### config.mk
export PLATFORM = sky130hd
export DESIGN_NAME = seg_display_ctrl_flat
export DESIGN_NICKNAME = d
export VERILOG_FILES = /design/src/rtl/seg_pkg.sv /design/src/rtl/seg_display_ctrl_if.sv /design/src/rtl/bcd_seq_conv.sv /design/src/rtl/seg_display_ctrl.sv /design/src/flat_wrapper.sv
export SDC_FILE = /design/constraint.sdc
export NUM_CORES = 1
export LEC_CHECK = 0
export BUFFER_PORTS_ARGS = -buffer_cell sky130_fd_sc_hd__buf_2
export CORE_MARGIN = 2
export CORE_UTILIZATION = 56
export DETAILED_ROUTE_END_ITERATION = 10
export GPL_ROUTABILITY_DRIVEN = 0
export PLACE_DENSITY = 0.85
export SLEW_MARGIN = 30
export SYNTH_ARGS = -nofsm -noshare
export SYNTH_HDL_FRONTEND = slang
export SYNTH_SLANG_ARGS = --single-unit
### constraint.sdc
create_clock -name clk -period 2.2 [get_ports clk]
set_input_delay 0.22 -clock clk [delete_from_list [all_inputs] [get_ports clk]]
set_output_delay 0.22 -clock clk [all_outputs]
set_load 0.01 [all_outputs]
### src/rtl/seg_pkg.sv
// Shared types and constants for the seven-segment scheduler and its BCD engine.
package seg_pkg;

  typedef enum logic [1:0] {
    IDLE   = 2'd0,
    LOAD   = 2'd1,
    SHIFT  = 2'd2,
    COMMIT = 2'd3
  } seg_state_e;

  localparam int         BCD_W       = 16;
  localparam logic [3:0] ADD3_THRESH = 4'd5;

  // One double-dabble correction step: every nibble >= 5 gets +3 before the shift.
  function automatic logic [BCD_W-1:0] add3_adjust(input logic [BCD_W-1:0] bcd);
    logic [BCD_W-1:0] r;
    r = bcd;
    for (int i = 0; i < BCD_W / 4; i++) begin
      if (r[i*4 +: 4] >= ADD3_THRESH) r[i*4 +: 4] = r[i*4 +: 4] + 4'd3;
    end
    return r;
  endfunction

endpackage

### src/rtl/seg_display_ctrl_if.sv
// Bundle between the debug taps / switches and the display scheduler.
interface seg_display_ctrl_if #(
  parameter int NUM_SRC = 4,
  parameter int VAL_W   = 13
);
  import seg_pkg::*;

  localparam int SEL_W = (NUM_SRC > 1) ? $clog2(NUM_SRC) : 1;

  // Handshake: all inputs are level-sampled every clk with no backpressure;
  // digits is valid at all times and upd is a one-cycle qualifier marking a new word.
  logic [NUM_SRC*VAL_W-1:0] src_val;
  logic [NUM_SRC-1:0]       src_valid;
  logic                     mode_auto;
  logic [SEL_W-1:0]         sel_manual;
  logic                     step;
  logic [BCD_W-1:0]         digits;
  logic [SEL_W-1:0]         cur_src;
  logic                     blank;
  logic                     busy;
  logic                     upd;
  seg_state_e               dbg_state;

  modport master (
    output src_val, src_valid, mode_auto, sel_manual, step,
    input  digits, cur_src, blank, busy, upd, dbg_state
  );

  modport slave (
    input  src_val, src_valid, mode_auto, sel_manual, step,
    output digits, cur_src, blank, busy, upd, dbg_state
  );

endinterface

### src/rtl/bcd_seq_conv.sv
// Sequential double-dabble converter: one LOAD, VAL_W SHIFT cycles, one COMMIT.
module bcd_seq_conv
  import seg_pkg::*;
#(
  parameter int VAL_W = 13
) (
  input  logic             clk,
  input  logic             rst,
  input  logic             start,
  input  logic [VAL_W-1:0] value,
  output seg_state_e       state,
  output logic             busy,
  output logic             done,
  output logic [BCD_W-1:0] digits
);

  localparam int               IT_W      = (VAL_W > 1) ? $clog2(VAL_W) : 1;
  localparam logic [IT_W-1:0]  ITER_LAST = IT_W'(VAL_W - 1);

  seg_state_e                  state_q, state_d;
  logic [BCD_W+VAL_W-1:0]      shift_q;
  logic [IT_W-1:0]             iter_q;
  logic [BCD_W-1:0]            digits_q;
  logic                        done_q;

  always_comb begin
    state_d = state_q;
    unique case (state_q)
      IDLE:    if (start) state_d = LOAD;
      LOAD:    state_d = SHIFT;
      SHIFT:   if (iter_q == ITER_LAST) state_d = COMMIT;
      COMMIT:  state_d = IDLE;
      default: state_d = IDLE;
    endcase
  end

  always_ff @(posedge clk) begin
    if (!rst) begin
      state_q  <= IDLE;
      shift_q  <= '0;
      iter_q   <= '0;
      digits_q <= '0;
      done_q   <= 1'b0;
    end else begin
      state_q <= state_d;
      done_q  <= 1'b0;
      unique case (state_q)
        LOAD: begin
          shift_q <= {{BCD_W{1'b0}}, value};
          iter_q  <= '0;
        end
        SHIFT: begin
          shift_q <= {add3_adjust(shift_q[VAL_W +: BCD_W]), shift_q[VAL_W-1:0]} << 1;
          iter_q  <= iter_q + 1'b1;
        end
        // The output word only ever changes here, so the driver never sees a partial result.
        COMMIT: begin
          digits_q <= shift_q[VAL_W +: BCD_W];
          done_q   <= 1'b1;
        end
        default: ;
      endcase
    end
  end

  assign state  = state_q;
  assign busy   = (state_q != IDLE);
  assign done   = done_q;
  assign digits = digits_q;

endmodule

### src/rtl/seg_display_ctrl.sv
// Display scheduler: picks a debug source (manual or timed round-robin) and feeds it to the BCD engine.
module seg_display_ctrl
  import seg_pkg::*;
#(
  parameter int NUM_SRC = 4,
  parameter int VAL_W   = 13,
  parameter int DWELL   = 100_000_000
) (
  input  logic              clk,
  input  logic              rst,
  seg_display_ctrl_if.slave sif
);

  localparam int              SEL_W      = (NUM_SRC > 1) ? $clog2(NUM_SRC) : 1;
  localparam int              CNT_W      = (DWELL > 1) ? $clog2(DWELL) : 1;
  localparam logic [CNT_W-1:0] DWELL_LAST = CNT_W'(DWELL - 1);

  logic [SEL_W-1:0] cur_src, last_src, next_src, cand;
  logic [CNT_W-1:0] dwell_cnt;
  logic             blank, advance, start, found;
  logic [VAL_W-1:0] cur_val, snapshot;
  seg_state_e       conv_state;
  logic             conv_busy, conv_done;
  logic [BCD_W-1:0] conv_digits;

  assign cur_val = sif.src_val[cur_src*VAL_W +: VAL_W];
  assign advance = sif.mode_auto && ((dwell_cnt == DWELL_LAST) || sif.step);
  assign start   = !blank && ((cur_src != last_src) || (cur_val != snapshot));

  // Next valid index strictly after cur_src; a full wrap lands back on cur_src itself.
  always_comb begin
    next_src = cur_src;
    cand     = cur_src;
    found    = 1'b0;
    for (int k = 1; k <= NUM_SRC; k++) begin
      cand = SEL_W'((int'(cur_src) + k) % NUM_SRC);
      if (!found && sif.src_valid[cand]) begin
        next_src = cand;
        found    = 1'b1;
      end
    end
  end

  always_ff @(posedge clk) begin
    if (!rst) begin
      cur_src   <= '0;
      last_src  <= '0;
      snapshot  <= '0;
      dwell_cnt <= '0;
      blank     <= 1'b1;
    end else begin
      blank <= ~sif.src_valid[cur_src];
      if (sif.mode_auto) begin
        if (advance) begin
          dwell_cnt <= '0;
          cur_src   <= next_src;
        end else begin
          dwell_cnt <= dwell_cnt + 1'b1;
        end
      end else begin
        dwell_cnt <= '0;
        cur_src   <= sif.sel_manual;
      end
      // Snapshot tracks exactly what the engine latched, so a later change re-triggers.
      if (conv_state == LOAD) begin
        snapshot <= cur_val;
        last_src <= cur_src;
      end
    end
  end

  bcd_seq_conv #(.VAL_W(VAL_W)) u_conv (
    .clk    (clk),
    .rst    (rst),
    .start  (start),
    .value  (cur_val),
    .state  (conv_state),
    .busy   (conv_busy),
    .done   (conv_done),
    .digits (conv_digits)
  );

  assign sif.digits    = conv_digits;
  assign sif.cur_src   = cur_src;
  assign sif.blank     = blank;
  assign sif.busy      = conv_busy;
  assign sif.upd       = conv_done;
  assign sif.dbg_state = conv_state;

endmodule

### src/flat_wrapper.sv
// flat-port wrapper written by rule: the top's interface ports become plain ports
module seg_display_ctrl_flat import seg_pkg::*;
#(
  parameter int NUM_SRC = 4,
  parameter int VAL_W   = 13,
  parameter int DWELL   = 100_000_000
)
  (clk, rst, sif_src_val, sif_src_valid, sif_mode_auto, sif_sel_manual, sif_step, sif_digits, sif_cur_src, sif_blank, sif_busy, sif_upd, sif_dbg_state);
  seg_display_ctrl_if #(.NUM_SRC(NUM_SRC), .VAL_W(VAL_W)) sif_i ();
  input  logic clk;
  input  logic rst;
  input wire logic [$bits(sif_i.src_val)-1:0] sif_src_val;
  input wire logic [$bits(sif_i.src_valid)-1:0] sif_src_valid;
  input wire logic [$bits(sif_i.mode_auto)-1:0] sif_mode_auto;
  input wire logic [$bits(sif_i.sel_manual)-1:0] sif_sel_manual;
  input wire logic [$bits(sif_i.step)-1:0] sif_step;
  output wire logic [$bits(sif_i.digits)-1:0] sif_digits;
  output wire logic [$bits(sif_i.cur_src)-1:0] sif_cur_src;
  output wire logic [$bits(sif_i.blank)-1:0] sif_blank;
  output wire logic [$bits(sif_i.busy)-1:0] sif_busy;
  output wire logic [$bits(sif_i.upd)-1:0] sif_upd;
  output wire logic [$bits(sif_i.dbg_state)-1:0] sif_dbg_state;
  assign sif_i.src_val = sif_src_val;
  assign sif_i.src_valid = sif_src_valid;
  assign sif_i.mode_auto = sif_mode_auto;
  assign sif_i.sel_manual = sif_sel_manual;
  assign sif_i.step = sif_step;
  assign sif_digits = sif_i.digits;
  assign sif_cur_src = sif_i.cur_src;
  assign sif_blank = sif_i.blank;
  assign sif_busy = sif_i.busy;
  assign sif_upd = sif_i.upd;
  assign sif_dbg_state = sif_i.dbg_state;
  seg_display_ctrl #(.NUM_SRC(NUM_SRC), .VAL_W(VAL_W), .DWELL(DWELL)) u_core (.clk(clk), .rst(rst), .sif(sif_i));
endmodule
; ---- Word-level counts from Yosys, hierarchy flattened
; Cells that the tools add are included.
; W data, S select, Z words.
[op_classes]
add_sub_neg = 10
n_mul = 1
n_lt_le_gt_ge = 9
n_eq_ne = 11
shifts = 1
muxes = 29
n_bitwise = 3
reduce_logical = 17
[op_table]
columns = operator, n
row1 = $pmux W29 S2, 1
row2 = $shiftx A52 B7 Y13, 1
row3 = $add A27 B1 Y27 const B, 1
row4 = $eq A27 B27 Y1 const B, 1
row5 = $ge A4 B3 Y1 const B, 4
row6 = $mux W2, 8
row7 = $lt A2 B3 Y1 const B, 5
row8 = $ne A13 B13 Y1, 1
row9 = $add A4 B2 Y4 const B, 3
row10 = $mux W4, 3
row11 = $bmux W1 S2, 5
row12 = $mux W1, 9
row13 = $pmux W2 S4, 1
row14 = $pmux W4 S2, 1
row15 = $mul A2 B4 Y6 const B, 1
row16 = $logic_and A1 B1 Y1, 5
row17 = $ne A5 B1 Y1 const B, 1
row18 = $add A2 B1 Y2 const B, 2
row19 = $add A2 B2 Y2 const B, 2
row20 = $add A4 B1 Y4 const B, 1
row21 = $eq A2 B2 Y1 const B, 2
row22 = $eq A4 B4 Y1 const B, 1
row23 = $logic_not A1 Y1, 4
row24 = $ne A2 B1 Y1 const B, 2
row25 = 11 further kinds, 16
[word_totals]
ff_bits = 97
input_bits = 62
output_inout_bits = 23
wordCells = 91

; ---- Logic depth before layout (Yosys ltp)
[logic_depth]
word_depth = 15
ltp_mapped = 9
mapped_depth_nobuf = 8

; ---- Hierarchy
; From an unflattened synthesis, not the netlist that was laid out.
[unflattened]
cells_unflattened = 564
hier_area_um2 = 5221.3
[by_module_without_submodules]
columns = mod, instances, cells_each, area_each_um2, seq_area_each_um2
row1 = seg_display_ctrl, 1, 309, 2733.9, 900.9
row2 = bcd_seq_conv, 1, 255, 2487.4, 1041.0

; ---- Worst setup path after synthesis
; OpenSTA, ideal clock, no wires.
[synth_timing]
path_kind = reg-to-reg
from = register u_core.cur_src[0] (netlist: u_core.sif.cur_src[0])
to = register u_core.u_conv.state_q[1] (netlist: u_core.u_conv.state[1])
arrival_ns = 1.961
required_time_ns = 2.069
slack_ns = 0.109
stages_incl_launch_ff = 8
path_buffers = 1
period_less_slack_ns = 2.091
path_cell_list = dfxtp_1 buf_6 mux4_2 xnor2_1 nand4_1 a2111oi_4 nand3b_1 a21oi_2
[synth_via]
elab_chain_cells = 7
[synth_rtl]
columns = item, line
row1 = "start, declared", seg_display_ctrl.sv:18  ; logic [SEL_W-1:0] cur_src, last_src, next_src, cand;
row2 = "start signal, assigned", seg_display_ctrl.sv:56  ; cur_src <= next_src;
row3 = "start signal, assigned", seg_display_ctrl.sv:62  ; cur_src <= sif.sel_manual;
row4 = $mul A2 B4 Y6, seg_display_ctrl.sv:26  ; assign cur_val = sif.src_val[cur_src*VAL_W +: VAL_W];
row5 = $shiftx A52 B7 Y13, seg_display_ctrl.sv:26
row6 = $ne A13 B13 Y1, seg_display_ctrl.sv:28  ; assign start = !blank && ((cur_src != last_src) || (cur_val != snapshot));
row7 = $logic_or A1 B1 Y1 (*), seg_display_ctrl.sv:28
row8 = $logic_and A1 B1 Y1 (*), seg_display_ctrl.sv:28
row9 = $ne A2 B1 Y1 (no line) (*), --
row10 = $reduce_and A2 Y1 (no line) (*), --
row11 = "end signal, assigned", bcd_seq_conv.sv:45  ; state_q <= state_d;
row12 = "end, declared", bcd_seq_conv.sv:20  ; seg_state_e state_q, state_d;
; Mark *: on every way between the ends. The rest lies on a longest branch, timed or not.
; A chain may end at the register's enable or synchronous reset.

; ---- Worst setup path after layout
; Same ends and word-level chain as after synthesis.

==> flow_summary.json <==
{
  "status": "complete, but fails checks",
  "violations": "negative setup slack",
  "cp_max_fo": 10,
  "mostFrequentLayoutCells": "95 x dfxtp_1, 90 x nor2_1, 84 x buf_2",
  "cts-htree-levels": 3,
  "grt_pass1_wl_mm": 20.0,
  "final.setup_skew_ns": 0.0152,
  "hold_depth": 3,
  "hpwl_mm": 8.72,
  "antenna_found_initial": 0,
  "drtPass1Iterations": 5,
  "hp-start": "sif_sel_manual[1]",
  "ios": 85,
  "grt_pass1_vias": 4344,
  "hp-class": "input pin to flop",
  "p_leak_nw": 2.34,
  "numCtsBuffers": 9,
  "track_usage": 0.249,
  "clk_latency_ns": 0.37,
  "power.density_mw_per_mm2": 828,
  "synthSimpleGateAreaFrac": 0.190,
  "synth_edf_count": 0,
  "numPortBuffers": 84,
  "finalCritPeriodShare": 1.01,
  "dieHeight_um": 98.8,
  "gr-total-overflow": 0,
  "yosys.area.top_type": "dfxtp_1",
  "synth_compound_gate_area_share": 0.117,
  "reg2reg_from": "u_core.sif.cur_src[0]$_SDFFE_PN0P_",
  "cts_tree": "built",
  "synth_xor_area_frac": 0.0748,
  "worstMarginPinSlew_ns": 0.453,
  "fp-row-count": 34,
  "synthAdderAreaFrac": 0.0373,
  "antenna_cells": 0,
  "synth.yosys.seq_area_share": 0.386,
  "synthArstFlopShare": 0,
  "crit_path_end_kind": "flop",
  "avgSynthCellArea_um2": 8.95,
  "clock.fmax_mhz": 450,
  "hold_viol_final": 0,
  "nets": 731,
  "drive_above_1_share": 0.229,
  "ant_nets": 0,
  "ff2ff_path_depth": 8,
  "rsz0062_at_grt": "yes",
  "die_w_um": 98.8,
  "r2r_slack_ns": -0.02,
  "clock-sinks": 97,
  "num_vias": 4471,
  "synth_cells": 562,
  "core-area_mm2": 0.00872,
  "synth_top_area_share": 0.386,
  "cp.required_ns": 2.50,
  "timing.rr.end": "u_core.u_conv.state[1]$_SDFFE_PN0P_",
  "grt_max_degree": 39,
  "cp_cell_sequence": "buf_12 -> mux4_2 -> a211oi_2 -> o21ai_1 -> a2111oi_4 -> buf_4 -> o21ai_2 -> a21oi_2",
  "crit_family": "compound AO/OA/AOI/OAI gates",
  "synth.area.mux_share": 0.144,
  "clk_path_buf_depth": 2,
  "drt_iter0_markers": 249,
  "syn_area_mm2": 0.00503,
  "yosys_warnings": 0,
  "start_kind": "flop",
  "crit_arrival_ns": 2.52,
  "layout_setup_ws_ns": -0.0238,
  "fin_area_mm2": 0.00594,
  "area_growth_pct": 18.1,
  "synth_cell_types": 56,
  "slew-limit-headroom": 0.695,
  "crit_cells": 8,
  "root_buffer": "clkbuf_8",
  "ys.flop_type": "dfxtp_1",
  "path_buf_inv": 2,
  "setup_tns_ns": -0.0265,
  "vdd_drop_max_mv": 0.489,
  "synth_nets": 639,
  "ys_top_cells_by_area": "dfxtp_1 39%, mux2i_1 9.7%, nor2_1 6.7%",
  "drc_errors": 0,
  "hold-path-endpoint": "u_core.sif.cur_src[1]$_SDFFE_PN0P_",
  "start_util": 0.577,
  "mostFrequentLayoutCell": "dfxtp_1",
  "fillers": 673,
  "report.final.slew_viol_count": 0,
  "hold_ws_ns": 0.111,
  "dieArea_mm2": 0.00976,
  "min_period_ns": 2.22,
  "crit_type": "flop to flop",
  "path_clk_slew_ns": 0.09,
  "crit_path_top_delay_cell": "mux4_2",
  "avgViaCountPerCell": 5.83,
  "cap_viol_max_count": 0,
  "avgRoutedWirePerCell_um": 16.1,
  "dpl_cell_area_mm2": 0.00563,
  "finalWirelength_mm": 12.3,
  "synth_top_family_by_area": "simple AND/OR/NAND/NOR gates",
  "finalSetupViolCount": 2,
  "max_stage_delay_ns": 0.53,
  "yosys_register_bits": 97
}
==> worst min-delay path, delay by kind of cell <==
| kind | cells | cell delay, ns |
|---|---|---|
| buffers and inverters | 1 | 0.10 |
| AO/OA/AOI/OAI | 1 | 0.06 |
| AND/OR/NAND/NOR | 1 | 0.06 |
==> layer usage <==
metal,wire length (um),track usage
met5,0,0
met4,332,0.0959
met3,772,0.0489
met2,6070,0.419
met1,5150,0.317
==> cells in the mapped netlist, types with 3 or more instances <==
library cell   n
dfxtp_1       97
nor2_1        90
mux2i_1       49
nand2_1       45
xnor2_1       24
inv_1         23
a21oi_1       21
clkbuf_1      20
xor2_1        19
ha_1          15
nand2b_1      14
nand3_1       14
and2_1        11
o21ai_0       10
a311oi_1       9
mux4_2         9
nand4_1        7
a211oi_1       5
and3_1         5
buf_2          5
nor3_1         5
a32oi_1        4
o22ai_1        4
o31ai_1        4
o32ai_1        4
and4_1         3
mux2_2         3
o221ai_1       3
==> cell type report <==
cell class	count	area (um2)	area share
Multi-Input combinational cell	408	2870	0.483
Sequential cell	97	1950	0.328
Timing Repair Buffer	112	672	0.113
Tap cell	108	135	0.0227
Clock buffer	10	128	0.0215
Inverter	26	97.6	0.0164
Clock inverter	6	95.1	0.0160
==> state kept, by name, summed over array words and instances, names as in the netlist <==
register,flops
u_core.snapshot,13
u_core.u_conv.shift_q,29
u_core.u_conv.state,2
u_core.last_src,2
u_core.u_conv.digits,16
u_core.u_conv.iter_q,4
u_core.u_conv.done,1
u_core.sif.cur_src,2
u_core.dwell_cnt,27
u_core.sif.blank,1
==> kinds of logic after synthesis <==
kind of cell | count (synthesis)
xor+xnor | 43
mux | 61
fa+ha+maj | 15
compound gates | 82
simple gates | 207
buf+inv | 57
flops | 97
==> worst max-delay path by stage <==
stage / from / to
3_3_place_gp: u_core.sif.cur_src[0]$_SDFFE_PN0P_ / u_core.u_conv.state[1]$_SDFFE_PN0P_
3_5_place_dp: u_core.sif.cur_src[0]$_SDFFE_PN0P_ / u_core.u_conv.state[1]$_SDFFE_PN0P_
2_1_floorplan: u_core.sif.cur_src[0]$_SDFFE_PN0P_ / u_core.u_conv.state[1]$_SDFFE_PN0P_
5_1_grt: u_core.sif.cur_src[1]$_SDFFE_PN0P_ / u_core.u_conv.state[1]$_SDFFE_PN0P_
6_report: u_core.sif.cur_src[0]$_SDFFE_PN0P_ / u_core.u_conv.state[1]$_SDFFE_PN0P_
4_1_cts: u_core.sif.cur_src[0]$_SDFFE_PN0P_ / u_core.u_conv.state[1]$_SDFFE_PN0P_
==> per-stage QoR <==
| stage | util | std cells | worst slack, ns | power (mW) |
|---|---|---|---|---|
| 3_3_place_gp | 0.646 | 745 | 0.0378 | 3.48 |
| 4_1_cts | 0.678 | 766 | 0.00427 | 4.88 |
| 6_report | 0.682 | 767 | -0.0238 | 4.92 |
| 3_5_place_dp | 0.646 | 745 | -0.0262 | 3.55 |
| 2_1_floorplan | - | 562 | 0.109 | 3.12 |
| 5_1_grt | 0.682 | 767 | -0.102 | 5.16 |
==> where the power goes <==
part	leakage [nW]	total (mW)	internal, mW	switching [mW]
Combinational	1.44	1.55	0.672	0.874
Sequential	0.787	2.06	1.92	0.136
Clock	0.112	1.32	0.658	0.659
==> repair_timing <==
item | CTS | global route
hold buffers | 0 | 0
resized for setup | 2 | 8
endpoints found under the setup margin | 2 | 2
setup buffers | 5 | 2
pin swaps | 3 | 5
Power figures use the tool's default switching activity.
